$ cat src/rtl/crc_frame_packer_pkg.sv
// Shared constants and types for the CRC frame packer and its neighbours.
// The CRC engine uses the same payload byte count, so it lives here.
package crc_frame_packer_pkg;

  localparam int         PAYLOAD_BYTES_DEF = 8;
  localparam logic [7:0] SOF_BYTE_DEF      = 8'h7E;

  typedef logic [7:0] byte_t;

  typedef enum logic [2:0] {
    ST_IDLE     = 3'd0,
    ST_COLLECT  = 3'd1,
    ST_CRC_HI   = 3'd2,
    ST_SEND_SOF = 3'd3,
    ST_SEND_PAY = 3'd4,
    ST_SEND_LO  = 3'd5,
    ST_SEND_HI  = 3'd6
  } state_e;

  // True for every state that presents a byte to the transmitter.
  function automatic logic is_send_state(input state_e s);
    return (s == ST_SEND_SOF) || (s == ST_SEND_PAY) ||
           (s == ST_SEND_LO)  || (s == ST_SEND_HI);
  endfunction

endpackage

$ cat src/rtl/crc_frame_packer_if.sv
// Byte-level bus between the CRC engine / UART transmitter side and the packer.
// The master side feeds payload and CRC bytes and provides tx_ready; the slave
// side is the packer itself.
interface crc_frame_packer_if;
  import crc_frame_packer_pkg::*;

  byte_t pay_data;
  logic  pay_we;
  byte_t crc_byte;
  logic  crc_done;
  byte_t tx_data;
  logic  tx_valid;
  logic  tx_ready;
  logic  busy;
  logic  frame_sent;
  logic  frame_err;
  logic  overflow;

  modport master (
    output pay_data, pay_we, crc_byte, crc_done, tx_ready,
    input  tx_data, tx_valid, busy, frame_sent, frame_err, overflow
  );

  modport slave (
    input  pay_data, pay_we, crc_byte, crc_done, tx_ready,
    output tx_data, tx_valid, busy, frame_sent, frame_err, overflow
  );

endinterface

$ cat src/rtl/crc_frame_packer_frame_byte_buffer.sv
// Payload register file: one synchronous write port, one combinational read
// port. Contents are never reset; a frame always rewrites every slot it reads.
module frame_byte_buffer
  import crc_frame_packer_pkg::*;
#(
  parameter int DEPTH = PAYLOAD_BYTES_DEF,
  parameter int IDXW  = (DEPTH > 1) ? $clog2(DEPTH) : 1
) (
  input  logic            clk_i,
  input  logic            we_i,
  input  logic [IDXW-1:0] widx_i,
  input  byte_t           wdata_i,
  input  logic [IDXW-1:0] ridx_i,
  output byte_t           rdata_o
);

  byte_t mem_q [DEPTH];

  // Store the incoming payload byte at the requested slot.
  always_ff @(posedge clk_i) begin
    if (we_i) begin
      mem_q[widx_i] <= wdata_i;
    end
  end

  assign rdata_o = mem_q[ridx_i];

endmodule

$ cat src/rtl/crc_frame_packer.sv
// Collects the payload bytes seen by the CRC engine plus the two CRC bytes it
// emits, then streams SOF, payload, CRC low, CRC high to the UART transmitter
// over a valid/ready byte handshake. tx_data/tx_valid are registered and are
// computed from the next state so consecutive bytes go out without bubbles.
module crc_frame_packer
  import crc_frame_packer_pkg::*;
#(
  parameter int         PAYLOAD_BYTES = PAYLOAD_BYTES_DEF,
  parameter logic [7:0] SOF_BYTE      = SOF_BYTE_DEF
) (
  input logic               clk_i,
  input logic               reset_i,
  crc_frame_packer_if.slave bus
);

  localparam int              CNTW       = $clog2(PAYLOAD_BYTES + 1);
  localparam int              IDXW       = (PAYLOAD_BYTES > 1) ? $clog2(PAYLOAD_BYTES) : 1;
  localparam logic [CNTW-1:0] COUNT_FULL = CNTW'(PAYLOAD_BYTES);
  localparam logic [IDXW-1:0] INDEX_LAST = IDXW'(PAYLOAD_BYTES - 1);

  state_e          state_q, state_d;
  logic [CNTW-1:0] count_q, count_d;
  logic [IDXW-1:0] index_q, index_d;
  byte_t           crc_lo_q, crc_lo_d;
  byte_t           crc_hi_q, crc_hi_d;
  logic            crc_done_q;
  byte_t           tx_data_q, tx_data_d;
  logic            tx_valid_q, tx_valid_d;
  logic            frame_sent_q, frame_sent_d;
  logic            frame_err_q, frame_err_d;
  logic            overflow_q, overflow_d;

  logic            crc_rise;
  logic            accept;
  logic            buf_we;
  logic [IDXW-1:0] buf_widx;
  byte_t           buf_rdata;

  assign crc_rise = bus.crc_done && !crc_done_q;
  assign accept   = tx_valid_q && bus.tx_ready;

  frame_byte_buffer #(
    .DEPTH (PAYLOAD_BYTES),
    .IDXW  (IDXW)
  ) u_buffer (
    .clk_i   (clk_i),
    .we_i    (buf_we),
    .widx_i  (buf_widx),
    .wdata_i (bus.pay_data),
    .ridx_i  (index_d),
    .rdata_o (buf_rdata)
  );

  // Next-state logic: payload capture, CRC latching, send sequencing and pulses.
  always_comb begin
    state_d      = state_q;
    count_d      = count_q;
    index_d      = index_q;
    crc_lo_d     = crc_lo_q;
    crc_hi_d     = crc_hi_q;
    buf_we       = 1'b0;
    buf_widx     = count_q[IDXW-1:0];
    overflow_d   = 1'b0;
    frame_err_d  = 1'b0;
    frame_sent_d = 1'b0;

    case (state_q)
      ST_IDLE: begin
        if (bus.pay_we) begin
          buf_we   = 1'b1;
          buf_widx = '0;
          count_d  = CNTW'(1);
          state_d  = ST_COLLECT;
        end
      end

      ST_COLLECT: begin
        if (crc_rise) begin
          overflow_d = bus.pay_we;
          if (count_q == COUNT_FULL) begin
            crc_lo_d = bus.crc_byte;
            state_d  = ST_CRC_HI;
          end else begin
            frame_err_d = 1'b1;
            count_d     = '0;
            state_d     = ST_IDLE;
          end
        end else if (bus.pay_we) begin
          if (count_q == COUNT_FULL) begin
            overflow_d = 1'b1;
          end else begin
            buf_we  = 1'b1;
            count_d = count_q + 1'b1;
          end
        end
      end

      ST_CRC_HI: begin
        overflow_d = bus.pay_we;
        crc_hi_d   = bus.crc_byte;
        index_d    = '0;
        state_d    = ST_SEND_SOF;
      end

      ST_SEND_SOF: begin
        overflow_d = bus.pay_we;
        if (accept) begin
          state_d = ST_SEND_PAY;
        end
      end

      ST_SEND_PAY: begin
        overflow_d = bus.pay_we;
        if (accept) begin
          if (index_q == INDEX_LAST) begin
            state_d = ST_SEND_LO;
          end else begin
            index_d = index_q + 1'b1;
          end
        end
      end

      ST_SEND_LO: begin
        overflow_d = bus.pay_we;
        if (accept) begin
          state_d = ST_SEND_HI;
        end
      end

      ST_SEND_HI: begin
        overflow_d = bus.pay_we;
        if (accept) begin
          frame_sent_d = 1'b1;
          count_d      = '0;
          state_d      = ST_IDLE;
        end
      end

      default: begin
        count_d = '0;
        state_d = ST_IDLE;
      end
    endcase
  end

  // Stage the byte for the state being entered so tx_data is ready on arrival.
  always_comb begin
    tx_valid_d = is_send_state(state_d);
    tx_data_d  = tx_data_q;
    case (state_d)
      ST_SEND_SOF: tx_data_d = SOF_BYTE;
      ST_SEND_PAY: tx_data_d = buf_rdata;
      ST_SEND_LO:  tx_data_d = crc_lo_q;
      ST_SEND_HI:  tx_data_d = crc_hi_q;
      default:     tx_data_d = tx_data_q;
    endcase
  end

  // State and output registers; crc_done_q resets high so a level already high out of reset is not a rise.
  always_ff @(posedge clk_i or posedge reset_i) begin
    if (reset_i) begin
      state_q      <= ST_IDLE;
      count_q      <= '0;
      index_q      <= '0;
      crc_lo_q     <= '0;
      crc_hi_q     <= '0;
      crc_done_q   <= 1'b1;
      tx_data_q    <= 8'h00;
      tx_valid_q   <= 1'b0;
      frame_sent_q <= 1'b0;
      frame_err_q  <= 1'b0;
      overflow_q   <= 1'b0;
    end else begin
      state_q      <= state_d;
      count_q      <= count_d;
      index_q      <= index_d;
      crc_lo_q     <= crc_lo_d;
      crc_hi_q     <= crc_hi_d;
      crc_done_q   <= bus.crc_done;
      tx_data_q    <= tx_data_d;
      tx_valid_q   <= tx_valid_d;
      frame_sent_q <= frame_sent_d;
      frame_err_q  <= frame_err_d;
      overflow_q   <= overflow_d;
    end
  end

  assign bus.tx_data    = tx_data_q;
  assign bus.tx_valid   = tx_valid_q;
  assign bus.busy       = (state_q != ST_IDLE);
  assign bus.frame_sent = frame_sent_q;
  assign bus.frame_err  = frame_err_q;
  assign bus.overflow   = overflow_q;

endmodule

$ cat src/flat_wrapper.sv
// flat-port wrapper written by rule: the top's interface ports become plain ports
module crc_frame_packer_flat import crc_frame_packer_pkg::*;
#(
  parameter int         PAYLOAD_BYTES = PAYLOAD_BYTES_DEF,
  parameter logic [7:0] SOF_BYTE      = SOF_BYTE_DEF
)
  (clk_i, reset_i, bus_pay_data, bus_pay_we, bus_crc_byte, bus_crc_done, bus_tx_ready, bus_tx_data, bus_tx_valid, bus_busy, bus_frame_sent, bus_frame_err, bus_overflow);
  crc_frame_packer_if bus_i ();
  input logic clk_i;
  input logic reset_i;
  input wire logic [$bits(bus_i.pay_data)-1:0] bus_pay_data;
  input wire logic [$bits(bus_i.pay_we)-1:0] bus_pay_we;
  input wire logic [$bits(bus_i.crc_byte)-1:0] bus_crc_byte;
  input wire logic [$bits(bus_i.crc_done)-1:0] bus_crc_done;
  input wire logic [$bits(bus_i.tx_ready)-1:0] bus_tx_ready;
  output wire logic [$bits(bus_i.tx_data)-1:0] bus_tx_data;
  output wire logic [$bits(bus_i.tx_valid)-1:0] bus_tx_valid;
  output wire logic [$bits(bus_i.busy)-1:0] bus_busy;
  output wire logic [$bits(bus_i.frame_sent)-1:0] bus_frame_sent;
  output wire logic [$bits(bus_i.frame_err)-1:0] bus_frame_err;
  output wire logic [$bits(bus_i.overflow)-1:0] bus_overflow;
  assign bus_i.pay_data = bus_pay_data;
  assign bus_i.pay_we = bus_pay_we;
  assign bus_i.crc_byte = bus_crc_byte;
  assign bus_i.crc_done = bus_crc_done;
  assign bus_i.tx_ready = bus_tx_ready;
  assign bus_tx_data = bus_i.tx_data;
  assign bus_tx_valid = bus_i.tx_valid;
  assign bus_busy = bus_i.busy;
  assign bus_frame_sent = bus_i.frame_sent;
  assign bus_frame_err = bus_i.frame_err;
  assign bus_overflow = bus_i.overflow;
  crc_frame_packer #(.PAYLOAD_BYTES(PAYLOAD_BYTES), .SOF_BYTE(SOF_BYTE)) u_core (.clk_i(clk_i), .reset_i(reset_i), .bus(bus_i));
endmodule
$ cat config.mk
export PLATFORM = sky130hd
export DESIGN_NAME = crc_frame_packer_flat
export DESIGN_NICKNAME = d
export VERILOG_FILES = /design/src/rtl/crc_frame_packer_pkg.sv /design/src/rtl/crc_frame_packer_if.sv /design/src/rtl/crc_frame_packer_frame_byte_buffer.sv /design/src/rtl/crc_frame_packer.sv /design/src/flat_wrapper.sv
export SDC_FILE = /design/constraint.sdc
export NUM_CORES = 1
export LEC_CHECK = 0
export BUFFER_PORTS_ARGS = -buffer_cell sky130_fd_sc_hd__buf_2
export CORE_MARGIN = 3
export CORE_UTILIZATION = 40
export DETAILED_ROUTE_END_ITERATION = 7
export PLACE_DENSITY = 0.63
export SETUP_SLACK_MARGIN = 0.2
export SLEW_MARGIN = 20
export SYNTH_ARGS = -nofsm -noshare
export SYNTH_HDL_FRONTEND = slang
export SYNTH_SLANG_ARGS = --single-unit
$ cat constraint.sdc
create_clock -name clk_i -period 3.8 [get_ports clk_i]
set_clock_uncertainty 0.05 [all_clocks]
set_input_delay 0.76 -clock clk_i [delete_from_list [all_inputs] [get_ports clk_i]]
set_output_delay 0.76 -clock clk_i [all_outputs]
set_load 0.1 [all_outputs]
==> impl_metrics.ini <==
[synth]
synth-edff-count = 64
seq_area_frac_synth = 0.587
synth_top_cell_area_share = 0.389
ys_async_sr_fraction = 0.379
syn_inst = 422
syn-num-nets = 446
yosys-top-cells-area = edfxtp_1 39%, dfrtp_1 19%, nand2_1 2.7%
syn-cell-area_um2 = 4940
synth-seq-cells = 103
yosys-top-cells-count = 64 x edfxtp_1, 38 x dfrtp_1, 36 x nand2_1
synth_area_per_cell_um2 = 11.7
netlist.top_cell.by_area = edfxtp_1
ys_warn_count = 0
synth.distinct_cells = 71
synth_flop_cell = edfxtp_1
yosysMostFrequentCell = edfxtp_1

[worst_setup_path]
r2r_start = u_core.index_q[0]$_DFF_PP0_
cpLargestDelayFamily = simple AND/OR/NAND/NOR gates
cp_slowest_stage_delay_ns = 0.63
worst_setup_path_start_kind = register
crit_arrival_ns = 3.50
reg2reg_depth = 8
crit_buf_inv = 1
crit_chain = ha_1, and2_1, nor4_4, nor2_2, clkinv_4, mux2i_1, a2111oi_0, nand3b_1
cp_slowest_cell = dfrtp_1
crit_path_max_fanout = 12
r2r-end = u_core.bus.tx_data[0]$_DFFE_PP0P_
cp-end-kind = register
rrSetupSlack_ns = 0.54
setup.worst_path.class = register to register
required_ns = 4.04

[drt]
firstDrtPassIters = 6
wl_per_cell_um = 19.4
num_vias = 3639
wl_um = 12100
drtIter0Drc = 330
drcViolationCount = 0
antenna_left = 0
vias_per_cell = 5.81

[timing]
setup_viol = 0
grt_setup_unrepaired = no
period_needed_ns = 3.26
timing.slew.headroom = 0.475
finalCritPeriodShare = 0.859
clock.fmax_mhz = 306
tightest_slew_ns = 0.787
hold_viol_final = 0
slew_violations = 0
hold_slack_ns = 0.387
tns_ns = 0

[finish]
fin_util = 0.478
n_antenna_cell = 0
area_delta_synth_final_pct = 13.7
fin_area_um2 = 5620
fin_nets = 481
drive_gt1_frac = 0.197

[floorplan]
dieArea_um2 = 13700
coreArea_um2 = 11800
die_w_um = 117
rows = 39
ios = 34
initial_utilization = 0.420
fp.dieH_um = 117

[clocking]
cts_resized = 0
clockBufferDepth = 2
cts_max_level = 3
cts_made_buffers = 9
cts_tree = yes
clkSinkCount = 103
clock_latency_ns = 0.35
cts_setup_buffers = 0
postCtsHoldBufs = 0
clk_pin_slew_ns = 0.07
cts_root_buffer = clkbuf_16

[place]
dpl_cell_area_um2 = 5340
numPortBuffers = 33
dp_hpwl_um = 8240
gp_congestion = 0.877

[global_route]
antenna_found_initial = 0
grt_max_degree = 29
track_usage = 0.188
grt_overflow = 0
grt_pass1_wl_um = 19100
grt_pass1_vias = 3474

[power_and_ir_drop]
leakagePower_uw = 0.00214
ir_drop_mv = 0.248
power_density_nw_per_um2 = 571

[min_path]
worstHoldPathType = input port to asynchronous set/reset pin

[run]
cap_viol_max_count = 0

[status]
status = complete, no violations
-- final cells by class --
| type | instances | area, um^2 |
|---|---|---|
| Timing Repair Buffer | 51 | 300 |
| Fill cell | 1055 | 6140 |
| Tap cell | 164 | 205 |
| Clock buffer | 9 | 225 |
| Sequential cell | 103 | 2900 |
| Inverter | 11 | 46.3 |
| Multi-Input combinational cell | 281 | 1880 |
| Clock inverter | 7 | 58.8 |
-- stage by stage --
stage                     worst slack, ns  cells  total power [uW]
after floorplan                     0.696    422              2120
after global placement              0.651    610              2330
after detailed placement            0.672    610              2340
after CTS                           0.644    626              3220
after global routing                0.319    626              3370
final                               0.536    626              3210
-- worst reg2reg max path, cell delays in order, from the launching register on --
cell       delay (ns)
dfrtp_1          0.63
ha_1             0.45
and2_1           0.58
nor4_4           0.12
nor2_2           0.26
clkinv_4         0.14
mux2i_1          0.16
a2111oi_0        0.62
nand3b_1         0.20
-- worst max-delay path by stage --
stage,from,endpoint,depth (start not counted),slack (ns)
2_1_floorplan,u_core.state_q[0]$_DFF_PP0_,u_core.u_buffer.mem_q[4][0]$_DFFE_PP_,5,0.70
3_3_place_gp,u_core.index_q[0]$_DFF_PP0_,u_core.bus.tx_data[0]$_DFFE_PP0P_,8,0.65
3_5_place_dp,u_core.index_q[0]$_DFF_PP0_,u_core.bus.tx_data[0]$_DFFE_PP0P_,8,0.67
4_1_cts,u_core.index_q[0]$_DFF_PP0_,u_core.bus.tx_data[0]$_DFFE_PP0P_,8,0.64
5_1_grt,u_core.index_q[0]$_DFF_PP0_,u_core.bus.tx_data[0]$_DFFE_PP0P_,8,0.32
6_report,u_core.index_q[0]$_DFF_PP0_,u_core.bus.tx_data[0]$_DFFE_PP0P_,8,0.54
-- per-layer routing --
metal  track usage  routed length, um  share of wire  up-vias
li1              -                  -              -     1705
met2         0.281               5490           0.45      129
met4        0.0795                333          0.027        0
met5             0                  0              0        -
met3        0.0411                720          0.059       22
met1         0.264               5570           0.46     1783
-- sequential cells by signal, indices dropped and copies added (netlist names) --
signal and cells:
u_core.crc_done_q 1, u_core.bus.overflow 1, u_core.index_q 3, u_core.bus.tx_valid 1, u_core.u_buffer.mem_q 64, u_core.state_q 3, u_core.bus.frame_err 1, u_core.crc_hi_q 8
u_core.crc_lo_q 8, u_core.count_q 4, u_core.bus.tx_data 8, u_core.bus.frame_sent 1
-- layout by cell type, fill, tap and decap left out, types with 6 or more instances in the layout --
cell and count:
buf_4 18, o21ai_1 12, nand2_1 36, a31oi_1 8
nor2_1 14, edfxtp_1 64, buf_2 33, a21oi_1 12
a211oi_1 7, o31ai_1 6, o21ai_0 16, a221oi_1 11
inv_1 8, and2_1 12, nor3b_1 7, mux2_2 8
clkbuf_16 9, dfrtp_1 38, nor3_1 7, nand3_1 25
nand4_1 15
-- power by group --
group	switching (uW)	internal [uW]	leakage [uW]
combinational	638	255	0.000940
clock	429	451	0.000136
sequential	111	1320	0.00106
total	1180	2030	0.00214
-- cells by family after synthesis --
logic type / share of synthesized area
and+or+nand+nor: 0.172
adders and majority gates: 0.00760
DFF: 0.587
buffers and inverters: 0.0332
muxes: 0.0329
AOI/OAI and AO/OA: 0.167
No activity file was read; power rests on OpenSTA's default activity.
